--- src/rtl/fetch_unit_if.sv ---
// Fetch unit bus bundle: control inputs, instruction-memory request/response channel,
// and the iword handshake toward the decoder.
// master = fetch unit side, slave = environment (memory, decoder, branch unit).
interface fetch_unit_if;
  logic        fetch_en;
  logic        redirect_valid;
  logic [31:0] redirect_pc;
  logic        imem_req_valid;
  logic        imem_req_ready;
  logic [31:0] imem_addr;
  logic        imem_rsp_valid;
  logic [31:0] imem_rsp_data;
  logic        iword_valid;
  logic        iword_ready;
  logic [31:0] iword;
  logic [31:0] iword_pc;
  logic        fetch_misalign;

  modport master (
    input  fetch_en, redirect_valid, redirect_pc, imem_req_ready, imem_rsp_valid,
    input  imem_rsp_data, iword_ready,
    output imem_req_valid, imem_addr, iword_valid, iword, iword_pc, fetch_misalign
  );

  modport slave (
    output fetch_en, redirect_valid, redirect_pc, imem_req_ready, imem_rsp_valid,
    output imem_rsp_data, iword_ready,
    input  imem_req_valid, imem_addr, iword_valid, iword, iword_pc, fetch_misalign
  );
endinterface

--- src/rtl/fetch_unit.sv ---
// Instruction fetch stage: issues in-order word requests, buffers returned words with
// their PCs in a small FIFO and hands them to the decoder over valid/ready.
// Redirects flush the buffer and mark all in-flight responses as stale.
// Optional feature macro: MISALIGN_TRAP_EN (misaligned redirect halts fetch and raises
// the sticky fetch_misalign flag; otherwise the low PC bits are simply cleared).
module fetch_unit #(
  parameter logic [31:0] RESET_PC   = 32'h0000_0000,
  parameter int unsigned FIFO_DEPTH = 2
) (
  input logic         clk,
  input logic         rst,
  fetch_unit_if.master bus
);

  localparam int unsigned PW = (FIFO_DEPTH > 1) ? $clog2(FIFO_DEPTH) : 1;
  localparam int unsigned CW = $clog2(FIFO_DEPTH) + 1;
  typedef logic [CW-1:0] cnt_t;
  localparam cnt_t DEPTH_CNT = cnt_t'(FIFO_DEPTH);

  logic [31:0]   pc_q, pc_d;
  logic [31:0]   out_pc_q, out_pc_d;
  logic [31:0]   buf_q [FIFO_DEPTH];
  logic [PW-1:0] rd_ptr_q, rd_ptr_d;
  logic [PW-1:0] wr_ptr_q, wr_ptr_d;
  cnt_t          count_q, count_d;
  cnt_t          outstanding_q, outstanding_d;
  cnt_t          drop_q, drop_d;

  logic          run;
  logic [31:0]   target_pc;
  logic [CW:0]   credit_used;
  logic          req_valid;
  logic          req_fire;
  logic          push;
  logic          pop;
  logic          head_valid;

`ifdef MISALIGN_TRAP_EN
  typedef enum logic [0:0] {StRun, StHalt} state_e;
  state_e state_q, state_d;
  logic   misalign_q, misalign_d;

  assign target_pc = bus.redirect_pc;
  assign run       = (state_q == StRun);

  // Misaligned redirect parks fetch in StHalt until an aligned redirect arrives.
  always_comb begin
    state_d    = state_q;
    misalign_d = misalign_q;
    if (bus.redirect_valid) begin
      if (bus.redirect_pc[1:0] != 2'b00) begin
        state_d    = StHalt;
        misalign_d = 1'b1;
      end else begin
        state_d    = StRun;
        misalign_d = 1'b0;
      end
    end
  end

  // Trap state register.
  always_ff @(posedge clk or posedge rst) begin
    if (rst) begin
      state_q    <= StRun;
      misalign_q <= 1'b0;
    end else begin
      state_q    <= state_d;
      misalign_q <= misalign_d;
    end
  end

  assign bus.fetch_misalign = misalign_q;
`else
  // Low bits are dropped so fetch always stays word aligned.
  assign target_pc          = bus.redirect_pc & ~32'h0000_0003;
  assign run                = 1'b1;
  assign bus.fetch_misalign = 1'b0;
`endif

  // Credits: buffered words plus live (non-stale) in-flight requests must fit the FIFO.
  assign credit_used = {1'b0, count_q} + {1'b0, outstanding_q} - {1'b0, drop_q};
  assign req_valid   = run && bus.fetch_en && !bus.redirect_valid &&
                       (credit_used < {1'b0, DEPTH_CNT}) && (outstanding_q < DEPTH_CNT);
  assign req_fire    = req_valid && bus.imem_req_ready;
  assign head_valid  = (count_q != '0);
  assign pop         = head_valid && bus.iword_ready;
  assign push        = bus.imem_rsp_valid && (drop_q == '0) && !bus.redirect_valid;

  assign bus.imem_req_valid = req_valid;
  assign bus.imem_addr      = pc_q;
  assign bus.iword_valid    = head_valid;
  assign bus.iword          = head_valid ? buf_q[rd_ptr_q] : 32'h0;
  assign bus.iword_pc       = out_pc_q;

  // Next-state for PCs, FIFO pointers and request/drop counters; redirect wins.
  always_comb begin
    pc_d          = pc_q;
    out_pc_d      = out_pc_q;
    rd_ptr_d      = rd_ptr_q;
    wr_ptr_d      = wr_ptr_q;
    count_d       = count_q;
    outstanding_d = outstanding_q + cnt_t'(req_fire) - cnt_t'(bus.imem_rsp_valid);
    drop_d        = drop_q;

    if (bus.redirect_valid) begin
      pc_d     = target_pc;
      out_pc_d = target_pc;
      rd_ptr_d = '0;
      wr_ptr_d = '0;
      count_d  = '0;
      // Everything still in flight after this cycle's response belongs to the old path.
      drop_d   = outstanding_q - cnt_t'(bus.imem_rsp_valid);
    end else begin
      if (req_fire) pc_d = pc_q + 32'd4;
      if (pop) begin
        out_pc_d = out_pc_q + 32'd4;
        rd_ptr_d = rd_ptr_q + 1'b1;
      end
      if (push) wr_ptr_d = wr_ptr_q + 1'b1;
      count_d = count_q + cnt_t'(push) - cnt_t'(pop);
      if (bus.imem_rsp_valid && (drop_q != '0)) drop_d = drop_q - 1'b1;
    end
  end

  // Control state register.
  always_ff @(posedge clk or posedge rst) begin
    if (rst) begin
      pc_q          <= RESET_PC;
      out_pc_q      <= RESET_PC;
      rd_ptr_q      <= '0;
      wr_ptr_q      <= '0;
      count_q       <= '0;
      outstanding_q <= '0;
      drop_q        <= '0;
    end else begin
      pc_q          <= pc_d;
      out_pc_q      <= out_pc_d;
      rd_ptr_q      <= rd_ptr_d;
      wr_ptr_q      <= wr_ptr_d;
      count_q       <= count_d;
      outstanding_q <= outstanding_d;
      drop_q        <= drop_d;
    end
  end

  // Instruction buffer storage; contents are masked by head_valid so no reset needed.
  always_ff @(posedge clk) begin
    if (push) buf_q[wr_ptr_q] <= bus.imem_rsp_data;
  end

endmodule

--- src/flat_wrapper.sv ---
// flat-port wrapper written by rule: the top's interface ports become plain ports
module fetch_unit_flat 
#(
  parameter logic [31:0] RESET_PC   = 32'h0000_0000,
  parameter int unsigned FIFO_DEPTH = 2
)
  (clk, rst, bus_fetch_en, bus_redirect_valid, bus_redirect_pc, bus_imem_req_ready, bus_imem_rsp_valid, bus_imem_rsp_data, bus_iword_ready, bus_imem_req_valid, bus_imem_addr, bus_iword_valid, bus_iword, bus_iword_pc, bus_fetch_misalign);
  fetch_unit_if bus_i ();
  input logic clk;
  input logic rst;
  input wire logic [$bits(bus_i.fetch_en)-1:0] bus_fetch_en;
  input wire logic [$bits(bus_i.redirect_valid)-1:0] bus_redirect_valid;
  input wire logic [$bits(bus_i.redirect_pc)-1:0] bus_redirect_pc;
  input wire logic [$bits(bus_i.imem_req_ready)-1:0] bus_imem_req_ready;
  input wire logic [$bits(bus_i.imem_rsp_valid)-1:0] bus_imem_rsp_valid;
  input wire logic [$bits(bus_i.imem_rsp_data)-1:0] bus_imem_rsp_data;
  input wire logic [$bits(bus_i.iword_ready)-1:0] bus_iword_ready;
  output wire logic [$bits(bus_i.imem_req_valid)-1:0] bus_imem_req_valid;
  output wire logic [$bits(bus_i.imem_addr)-1:0] bus_imem_addr;
  output wire logic [$bits(bus_i.iword_valid)-1:0] bus_iword_valid;
  output wire logic [$bits(bus_i.iword)-1:0] bus_iword;
  output wire logic [$bits(bus_i.iword_pc)-1:0] bus_iword_pc;
  output wire logic [$bits(bus_i.fetch_misalign)-1:0] bus_fetch_misalign;
  assign bus_i.fetch_en = bus_fetch_en;
  assign bus_i.redirect_valid = bus_redirect_valid;
  assign bus_i.redirect_pc = bus_redirect_pc;
  assign bus_i.imem_req_ready = bus_imem_req_ready;
  assign bus_i.imem_rsp_valid = bus_imem_rsp_valid;
  assign bus_i.imem_rsp_data = bus_imem_rsp_data;
  assign bus_i.iword_ready = bus_iword_ready;
  assign bus_imem_req_valid = bus_i.imem_req_valid;
  assign bus_imem_addr = bus_i.imem_addr;
  assign bus_iword_valid = bus_i.iword_valid;
  assign bus_iword = bus_i.iword;
  assign bus_iword_pc = bus_i.iword_pc;
  assign bus_fetch_misalign = bus_i.fetch_misalign;
  fetch_unit #(.RESET_PC(RESET_PC), .FIFO_DEPTH(FIFO_DEPTH)) u_core (.clk(clk), .rst(rst), .bus(bus_i));
endmodule
--- config.mk ---
export PLATFORM = sky130hd
export DESIGN_NAME = fetch_unit_flat
export DESIGN_NICKNAME = d
export VERILOG_FILES = /design/src/rtl/fetch_unit_if.sv /design/src/rtl/fetch_unit.sv /design/src/flat_wrapper.sv
export SDC_FILE = /design/constraint.sdc
export NUM_CORES = 1
export LEC_CHECK = 0
export ABC_AREA = 1
export CAP_MARGIN = 20
export CORE_ASPECT_RATIO = 0.8
export CORE_MARGIN = 2
export CORE_UTILIZATION = 45
export CTS_CLUSTER_DIAMETER = 120
export CTS_CLUSTER_SIZE = 28
export DETAILED_ROUTE_END_ITERATION = 16
export HOLD_SLACK_MARGIN = 0.15
export PLACE_DENSITY = 0.73
export SLEW_MARGIN = 20
export SYNTH_ARGS = -nofsm -noshare
export SYNTH_HDL_FRONTEND = slang
export SYNTH_SLANG_ARGS = --single-unit
--- constraint.sdc ---
create_clock -name clk -period 4.34 [get_ports clk]
set_input_delay 0.868 -clock clk [delete_from_list [all_inputs] [get_ports clk]]
set_output_delay 0.868 -clock clk [all_outputs]
set_load 0.01 [all_outputs]
# Yosys cells after proc, flatten, opt, wreduce, memory -nomap -nowiden
# Memory sizes are Yosys's and may differ from the RTL's.
# Cells that the tools add are included.
classes:
  addsub: 12
  n_reduce_logical: 16
  n_lt_le_gt_ge: 2
  mux: 14
op_table:
  columns: ["op", "n"]
  rows:
  - ["32-bit two-way mux", 5]
  - ["32-bit by 3-bit adder with 32-bit output (second input constant)", 2]
  - ["2-bit nonzero test", 6]
  - ["1-bit logical AND", 8]
  - ["1-bit two-way mux", 6]
  - ["2-bit two-way mux", 3]
  - ["2-bit by 1-bit subtractor with 2-bit output", 3]
  - ["2-bit by 1-bit adder with 2-bit output", 2]
  - ["2-bit by 2-bit adder with 3-bit output", 1]
  - ["3-bit by 2-bit less-than comparator with 1-bit output (second input constant)", 1]
  - ["3-bit by 2-bit subtractor with 3-bit output", 1]
  - ["1-bit adder (second input constant)", 2]
  - ["2-bit zero test", 1]
  - ["2-bit less-than comparator (second input constant)", 1]
  - ["2-bit by 1-bit subtractor with 2-bit output (second input constant)", 1]
  - ["1-bit zero test", 1]
totals:
  inputBits: 71
  ff_bits: 72
  n_memories: 1
  out_inout_bits: 99
  wordCells: 52
  ramBits: 64
memory_table:
  columns: ["memory", "words", "word_bits", "read_ports", "rd_ports_with_merged_regs", "wr", "line_no", "rtl"]
  rows:
  - ["u_core.buf_q", 2, 32, 1, 0, 1, "fetch_unit.sv:22", "logic [31:0] buf_q [FIFO_DEPTH];"]

# Logic depth before layout (Yosys ltp)
# Gate-level depths: netlist of the first run.
depth:
  depth_word: 8
  depth_mapped: 12
  mapped_depth_nobuf: 12

# Worst setup path before layout of the first run
# Ideal clock, no wire load.
synth_timing:
  kind: "input -> register"
  start: "input bus_redirect_valid"
  end: "memory u_core.buf_q[1][0] (enable)"
  path_stages: 3
  path_buffers: 2
  required_ns: 3.879
  setup_slack_ns: 0.400
  setup_ns: 0.461
  arrival_ns: 3.479
  cell_sequence: "buf_4 -> clkbuf_1 -> nor3_1"
synth_via:
  elab_chain_cells: 4
synth_rtl:
  columns: ["item", "line_no", "rtl"]
  rows:
  - ["start: declaration", "flat_wrapper.sv:12", "input wire logic [$bits(bus_i.redirect_valid)-1:0] bus_redirect_valid;"]
  - ["1-bit zero test", "fetch_unit.sv:87", "assign push = bus.imem_rsp_valid && (drop_q == '0) && !bus.redirect_valid;"]
  - ["1-bit logical AND", "fetch_unit.sv:87", null]
  - ["1-bit two-way mux", "fetch_unit.sv:148", "if (push) buf_q[wr_ptr_q] <= bus.imem_rsp_data;"]
  - ["1-bit two-way mux (implied by the code)", "fetch_unit.sv:148", null]
  - ["end: declaration", "fetch_unit.sv:22", null]
# No other way between the ends.

# Worst setup path after layout of the first run
layout_timing:
  start: "register u_core.outstanding_q[1]"
  end: "output bus_imem_req_valid"
layout_via:
  elab_chain_cells: 5
  elab_cells_between_ends: 6
  cone_classes: "add/sub: 2; order compare: 2; reduce/logical: 2"
layout_rtl:
  columns: ["item", "line_no", "rtl"]
  rows:
  - ["start: declaration", "fetch_unit.sv:26", "cnt_t outstanding_q, outstanding_d;"]
  - ["start signal: assignment", "fetch_unit.sv:141", "outstanding_q <= outstanding_d;"]
  - ["2-bit by 2-bit adder with 3-bit output", "fetch_unit.sv:81", "assign credit_used = {1'b0, count_q} + {1'b0, outstanding_q} - {1'b0, drop_q};"]
  - ["3-bit by 2-bit subtractor with 3-bit output", "fetch_unit.sv:81", null]
  - ["3-bit by 2-bit less-than comparator with 1-bit output", "fetch_unit.sv:83", "(credit_used < {1'b0, DEPTH_CNT}) && (outstanding_q < DEPTH_CNT);"]
  - ["1-bit logical AND", "fetch_unit.sv:82", "assign req_valid = run && bus.fetch_en && !bus.redirect_valid &&"]
  - ["1-bit logical AND *", "fetch_unit.sv:83", null]
  - ["end: declaration", "flat_wrapper.sv:18", "output wire logic [$bits(bus_i.imem_req_valid)-1:0] bus_imem_req_valid;"]
# Mark *: on every way between the ends. The rest lies on a longest branch, timed or not.

==> flow_summary_export.csv, run 1 <==
group,metric,value,unit
run_status,status,"finished clean",
clock_tree,clock_path_buffers,2,
synthesis,ys_seq_area_frac,0.499,
timing,tightest_slew,578,ps
timing,fin_crit_sh,0.871,
clock_tree,ctsRootBufferMaster,"clkbuf_16",
cells_and_area,diodes,0,
floorplanning,die-area,17200,µm²
clock_tree,cts_tree,"done",
worst_setup_path,critPathKind,"reg -> out",
worst_setup_path,cp-start-kind,"flip-flop",
synthesis,ys_types,42,
worst_setup_path,cp_cell_sequence,"fa_1 -> inv_1 -> fa_1 -> nand2_1 -> nor3_4 -> nand2_1 -> inv_1 -> clkdlybuf4s50_1",
clock_tree,cts.sinks,132,
run,maxCapViolations,0,
grt,grt_max_degree,46,
cells_and_area,nNetsFinal,1138,
drt,final_antenna_net_count,0,
grt,grt_pass1_vias,6259,
clock_tree,cts_made_buffers,17,
timing,setup_ws,561,ps
cells_and_area,layout_common_cells,"nand2_1, clkdlybuf4s50_1, inv_1",
floorplanning,ios,170,
clock_tree,cts_hold_buf,0,
power_and_ir_drop,p_leak,0.00403,µW
clock_tree,post_cts_buffers,0,
floorplanning,rows,41,
drt,wl_per_cell,16.0,µm
timing,maxSlewHeadroom,0.614,
drt,vias,6522,
drt,wl,20.6,mm
worst_setup_path,cp.arrival,2910,ps
floorplanning,start_util,0.460,
floorplanning,die_h,118,µm
drt,drt_iter0_markers,640,
synthesis,syn_area,7270,µm²
timing,drv_slew,0,
place,io_buffers,162,
synthesis,synthArstFlopShare,0.515,
synthesis,synth.avg_cell_area,8.14,µm²
synthesis,synth_edf_count,64,
timing,max_freq,265,MHz
cells_and_area,design_area,9670,µm²
power_and_ir_drop,irDropWorstVdd,0.272,mV
drt,routed_via_density,5.08,
worst_setup_path,slowest_stage,"fa_1",
worst_setup_path,slowest_delay,530,ps
grt,grt_pass1_wl,32.9,mm
grt,antenna_found_initial,0,
cells_and_area,nFillCells,1397,
drt,firstDrtPassIters,9,
timing,rsz0062_at_grt,"false",
cells_and_area,area_delta_synth_final,33.0,%
place,dp_hpwl,14.8,mm
worst_setup_path,worstPathMaxFanout,3,
clock_tree,h-tree-depth,4,
worst_hold_path,hp-class,"reg -> reg",
floorplanning,die_w,146,µm
timing,fin_skew,9.53,ps
cells_and_area,drive_above_1_share,0.0851,
grt,grt_overflow_total,0,
synthesis,synthCells,893,
worst_setup_path,cp-end-kind,"primary output",
cells_and_area,final_common_cell,"nand2_1",
drt,drc_errors,0,
place,gp_congestion,0.906,
synthesis,ys_seq_elements,132,
place,place_area,9080,µm²
power_and_ir_drop,power_density,487,nW/µm²
timing,finalCriticalPeriod,3780,ps
clock_tree,clk_pin_slew_worst_paths,60,ps
worst_setup_path,crit_required,3470,ps
timing,hold_viol,0,
synthesis,ys.flop_type,"dfrtp_1",
synthesis,yosysWarnings,0,
floorplanning,coreArea,15800,µm²
grt,grtUsageTotal,0.245,
clock_tree,cts_resized,0,
timing,setup_viol,0,
clock_tree,clk_latency,430,ps
place,dp_slack,987,ps
timing,finalSetupTns,0,ps
through the flow:
step | hold slack (ps) | total power [µW] | instances | utilization
after floorplan | 476 | 2550 | 897 | -
after CTS | 514 | 4740 | 1284 | 0.612
after detailed placement | 499 | 3280 | 1253 | 0.575
after global placement | 492 | 3240 | 1253 | 0.575
final | 520 | 4710 | 1284 | 0.612
after global routing | 578 | 4980 | 1284 | 0.612
power breakdown:
group / switching [µW] / leakage (µW) / total (µW) / internal (µW)
Sequential: 221 / 0.00140 / 1720 / 1500
Combinational: 828 / 0.00236 / 1540 / 712
Clock: 559 / 0.000272 / 1450 / 895
metal layers:
layer	routed length, µm	share of wire	vias up	track usage
met4	385	0.019	0	0.0831
met1	9540	0.46	3039	0.340
li1	-	-	3225	-
met5	0	0	-	0
met3	1380	0.067	30	0.0512
met2	9280	0.45	228	0.383
sequential cells by signal (all words and copies together) (netlist names):
name,count
u_core.buf_q,64
u_core.bus.imem_addr,30
u_core.bus.iword_pc,30
u_core.count_q,2
u_core.drop_q,2
u_core.outstanding_q,2
u_core.rd_ptr_q,1
u_core.wr_ptr_q,1
path summary, 6_finish.rpt:
kind                                                         from                                    to  slack [ps]  cells past startpoint
min in group asynchronous                                     rst  u_core.bus.imem_addr[26]$_DFFE_PP0P_         810                      2
max in group asynchronous                                     rst   u_core.bus.iword_pc[10]$_DFFE_PP0N_        2760                      3
worst min-delay path                  u_core.wr_ptr_q$_DFFE_PP0P_           u_core.wr_ptr_q$_DFFE_PP0P_         520                      2
worst max-delay path            u_core.outstanding_q[1]$_DFF_PP0_                    bus_imem_req_valid         560                      8
worst min register to register        u_core.wr_ptr_q$_DFFE_PP0P_           u_core.wr_ptr_q$_DFFE_PP0P_         520                      2
worst max register to register  u_core.outstanding_q[1]$_DFF_PP0_  u_core.bus.imem_addr[14]$_DFFE_PP0P_        1430                     11
Yosys cell counts (6+ instances only):
master    instances  share of area
o211ai_1         20          0.021
inv_1            82          0.042
a31oi_1           6         0.0052
buf_2             8         0.0055
buf_4             9         0.0093
inv_2            10         0.0052
nor2_4           11          0.017
nor2_2           10         0.0086
nor2_1           76          0.039
o21ai_0          12         0.0083
o21ai_1           7         0.0048
nand3_1          68          0.047
dfrtp_1          68           0.23
clkbuf_1         13         0.0067
a21oi_1          55          0.038
edfxtp_1         64           0.26
nand2_2           8         0.0069
nand2_1         303           0.16
xor2_1           10          0.012
ha_1              8          0.014
cell type report:
cell class | count | area [µm²] | share of cell area
Clock inverter | 14 | 161 | 0.0167
Multi-Input combinational cell | 641 | 3150 | 0.326
Inverter | 93 | 349 | 0.0361
Timing Repair Buffer | 172 | 1690 | 0.175
Sequential cell | 132 | 3620 | 0.375
Tap cell | 215 | 269 | 0.0278
Clock buffer | 17 | 425 | 0.0440
logic make-up after synthesis:
kind of cell,count (synthesis),share of synthesized area
AOI/OAI and AO/OA,111,0.0895
adders and majority gates,10,0.0193
DFF,132,0.499
xor gates and xnor gates,14,0.0179
buffers and inverters,124,0.0711
and+or+nand+nor,501,0.303
other,1,0.000516
critical path, delay by kind of cell, from the launching register on:
kind	cells	cell delay, ps
buffers and inverters	3	660
and+or+nand+nor	3	340
DFF	1	440
adders and majority gates	2	1060
Power figures use the tool's default switching activity.
==> inputs of run 2 (changes only) <==
Settings changed: GPL_ROUTABILITY_DRIVEN from default to 0.
==> results of run 2 <==
Final layout, timing and power as in run 1 (identical DEF).
==> inputs of run 3 (changes only) <==
Settings changed: ABC_AREA 1 to default, GPL_TIMING_DRIVEN from default to 0, PLACE_DENSITY 0.73 to 0.75.
==> run 3 against run 2 <==
Against the previous run:
- first-iteration DRC count down 36%
- critical path type unchanged
- critical endpoint unchanged
- flip-flop and latch count unchanged
- non-clock buffer count up 24
- critical path depth down 2
- utilization up 3.6 points
- largest cell class unchanged
- register-to-register slack worse by 420 ps
- sequential power down 7%
- power down 10%
==> flow_summary_export.csv, run 3 <==
group,metric,value,unit
run_status,status,"finished clean",
worst_setup_path,worstPathMaxFanout,5,
cells_and_area,layout_common_cells,"clkdlybuf4s50_1, dfrtp_1, nor2_1, edfxtp_1, nand2_1",
clock_tree,post_cts_buffers,0,
timing,finalCriticalPeriod,3710,ps
floorplanning,start_util,0.465,
timing,rsz0062_at_grt,"false",
synthesis,synthArstFlopShare,0.515,
timing,setup_ws,634,ps
cells_and_area,design_area,8900,µm²
power_and_ir_drop,p_seq_frac,0.378,
timing,fin_skew,8.87,ps
place,dp_hpwl,12.9,mm
floorplanning,coreArea,13700,µm²
timing,fin_crit_sh,0.854,
run,maxCapViolations,0,
power_and_ir_drop,swShare,0.303,
place,place_area,8330,µm²
drt,vias,5187,
clock_tree,cts_hold_buf,0,
worst_setup_path,cp.arrival,2840,ps
power_and_ir_drop,irDropWorstVdd,0.324,mV
synthesis,syn_area,6390,µm²
clock_tree,cts.sinks,132,
worst_setup_path,cp-end-kind,"primary output",
cells_and_area,area_delta_synth_final,39.2,%
worst_setup_path,r2r_slack,1010,ps
timing,max_freq,270,MHz
synthesis,yosysTopAreaCell,"edfxtp_1",
cells_and_area,nNetsFinal,836,
drt,wl,17.4,mm
cells_and_area,final_common_cell,"clkdlybuf4s50_1",
synthesis,yosysWarnings,0,
synthesis,synthMuxAreaShare,0.0640,
power_and_ir_drop,power_density,476,nW/µm²
drt,final_antenna_net_count,0,
worst_setup_path,cp_cell_sequence,"fa_1 -> inv_1 -> fa_1 -> nand4bb_4 -> nor2_1 -> clkdlybuf4s50_1",
synthesis,synth_common_cells,"dfrtp_1, edfxtp_1, nor2_1",
clock_tree,cts_made_buffers,17,
floorplanning,die-area,15200,µm²
place,placed_cells,916,
worst_setup_path,crit_required,3470,ps
worst_setup_path,slowest_delay,580,ps
synthesis,synth_top_cell_area_share,0.301,
floorplanning,rows,38,
synthesis,synthCells,566,
power_and_ir_drop,intPower,2950,µW
synthesis,synth-simple-area-share,0.172,
timing,holdWs,535,ps
floorplanning,ios,170,
grt,grt_max_degree,58,
drt,drc_errors,0,
clock_tree,clk_latency,420,ps
power_and_ir_drop,p_switching,1290,µW
worst_setup_path,slowest_stage,"fa_1",
timing,hold_viol,0,
synthesis,synth.avg_cell_area,11.3,µm²
timing,drv_slew,0,
clock_tree,h-tree-depth,4,
power_and_ir_drop,clkPwrFrac,0.327,
synthesis,ys_types,62,
clock_tree,cts_tree,"done",
synthesis,ys_seq_elements,132,
synthesis,synth_adder_area_share,0.0219,
grt,grt_overflow_total,0,
drt,drt_iter0_markers,412,
cells_and_area,largest_reg_flops,64,
floorplanning,die_w,137,µm
synthesis,synth_top_family_by_area,"simple AND/OR/NAND/NOR gates",
synthesis,ys_seq_area_frac,0.567,
cells_and_area,final_cells,948,
clock_tree,ctsRootBufferMaster,"clkbuf_16",
drt,firstDrtPassIters,6,
cells_and_area,diodes,0,
cells_and_area,nFillCells,1083,
timing,setup_viol,0,
worst_setup_path,crit_top_cell,"fa_1",
cells_and_area,multiInputGateArea,2580,µm²
synthesis,ys.flop_type,"dfrtp_1",
synthesis,synth.area.top_cells,"edfxtp_1, dfrtp_1, mux2i_1",
synthesis,synth_edf_count,64,
place,dp_slack,1060,ps
power_and_ir_drop,comb_power_share,0.296,
synthesis,synth.most_common_cell,"dfrtp_1",
timing,tightest_slew,764,ps
clock_tree,clk_pin_slew_worst_paths,50,ps
cells_and_area,regArea,3620,µm²
synthesis,synth_compound_area_frac,0.0888,
floorplanning,die_h,111,µm
drt,wl_per_cell,18.4,µm
worst_setup_path,cp-start-kind,"flip-flop",
cells_and_area,drive_above_1_share,0.0911,
power_and_ir_drop,p_leak,0.00331,µW
clock_tree,cts_resized,0,
clock_tree,clock_path_buffers,2,
cells_and_area,top_register,"u_core.buf_q",
synthesis,synth_xor_area_frac,0.0520,
grt,antenna_found_initial,0,
drt,routed_via_density,5.47,
place,io_buffers,161,
cells_and_area,post-route-util,0.648,
grt,grt_pass1_wl,27.2,mm
worst_hold_path,hp-class,"reg -> reg",
grt,grt_pass1_vias,5191,
worst_setup_path,critPathKind,"reg -> out",
timing,maxSlewHeadroom,0.491,
grt,grtUsageTotal,0.235,
## run 3: cell type report
| cell class | count | share of cell area |
|---|---|---|
| sequential | 132 | 0.407 |
| clock inverter | 11 | 0.0124 |
| buffer | 30 | 0.0169 |
| timing repair buffer | 166 | 0.190 |
| multi-input combinational | 391 | 0.289 |
| inverter | 17 | 0.00759 |
| tap | 180 | 0.0253 |
| clock buffer | 21 | 0.0517 |
## run 3: through the flow
stage | TNS (ps) | total power [µW]
2_1_floorplan | 0 | 2290
5_1_grt | 0 | 4450
3_5_place_dp | 0 | 2880
4_1_cts | 0 | 4270
6_report | 0 | 4240
3_3_place_gp | -40110 | 2830
## run 3: cell families after synthesis
| group | after synthesis |
|---|---|
| other | 1 |
| flip-flops | 132 |
| AO/OA/AOI/OAI | 88 |
| buffers and inverters | 47 |
| multiplexers | 40 |
| adder cells (fa/ha/maj) | 10 |
| XOR/XNOR | 38 |
| AND/OR/NAND/NOR | 210 |
## run 3: final timing paths
kind | endpoint | startpoint | cells after the start
max | bus_imem_req_valid | u_core.count_q[1]$_DFF_PP0_ | 6
min | u_core.bus.imem_addr[22]$_DFFE_PP0P_ | u_core.bus.imem_addr[22]$_DFFE_PP0P_ | 1
max reg2reg | u_core.bus.imem_addr[12]$_DFFE_PP0P_ | u_core.count_q[1]$_DFF_PP0_ | 10
min reg2reg | u_core.bus.imem_addr[22]$_DFFE_PP0P_ | u_core.bus.imem_addr[22]$_DFFE_PP0P_ | 1
max in group asynchronous | u_core.bus.iword_pc[2]$_DFFE_PP0N_ | rst | 3
min in group asynchronous | u_core.bus.iword_pc[9]$_DFFE_PP0N_ | rst | 2
## run 3: worst max-delay path: cells and delay by family, from the launching register on
family                     cells  cell delay [ps]
and+or+nand+nor                2              290
buffers and inverters          2              600
DFF                            1              450
adders and majority gates      2             1080
## run 3: power by group through the flow
| stage | sequential, µW | clock (µW) | combinational [µW] |
|---|---|---|---|
| 6_report | 1600 | 1390 | 1250 |
| 5_1_grt | 1620 | 1460 | 1370 |
| 4_1_cts | 1600 | 1400 | 1270 |
| 3_5_place_dp | 1620 | 0 | 1260 |
| 3_3_place_gp | 1620 | 0 | 1210 |
| 2_1_floorplan | 1620 | 0 | 663 |
## run 3: routing by layer
layer / share of wire / track usage / routed length [µm] / up-vias
li1: - / - / - / 2448
met1: 0.45 / 0.325 / 7810 / 2522
met2: 0.47 / 0.362 / 8250 / 196
met3: 0.067 / 0.0684 / 1160 / 21
met4: 0.011 / 0.0570 / 185 / 0
met5: 0 / 0 / 0 / -
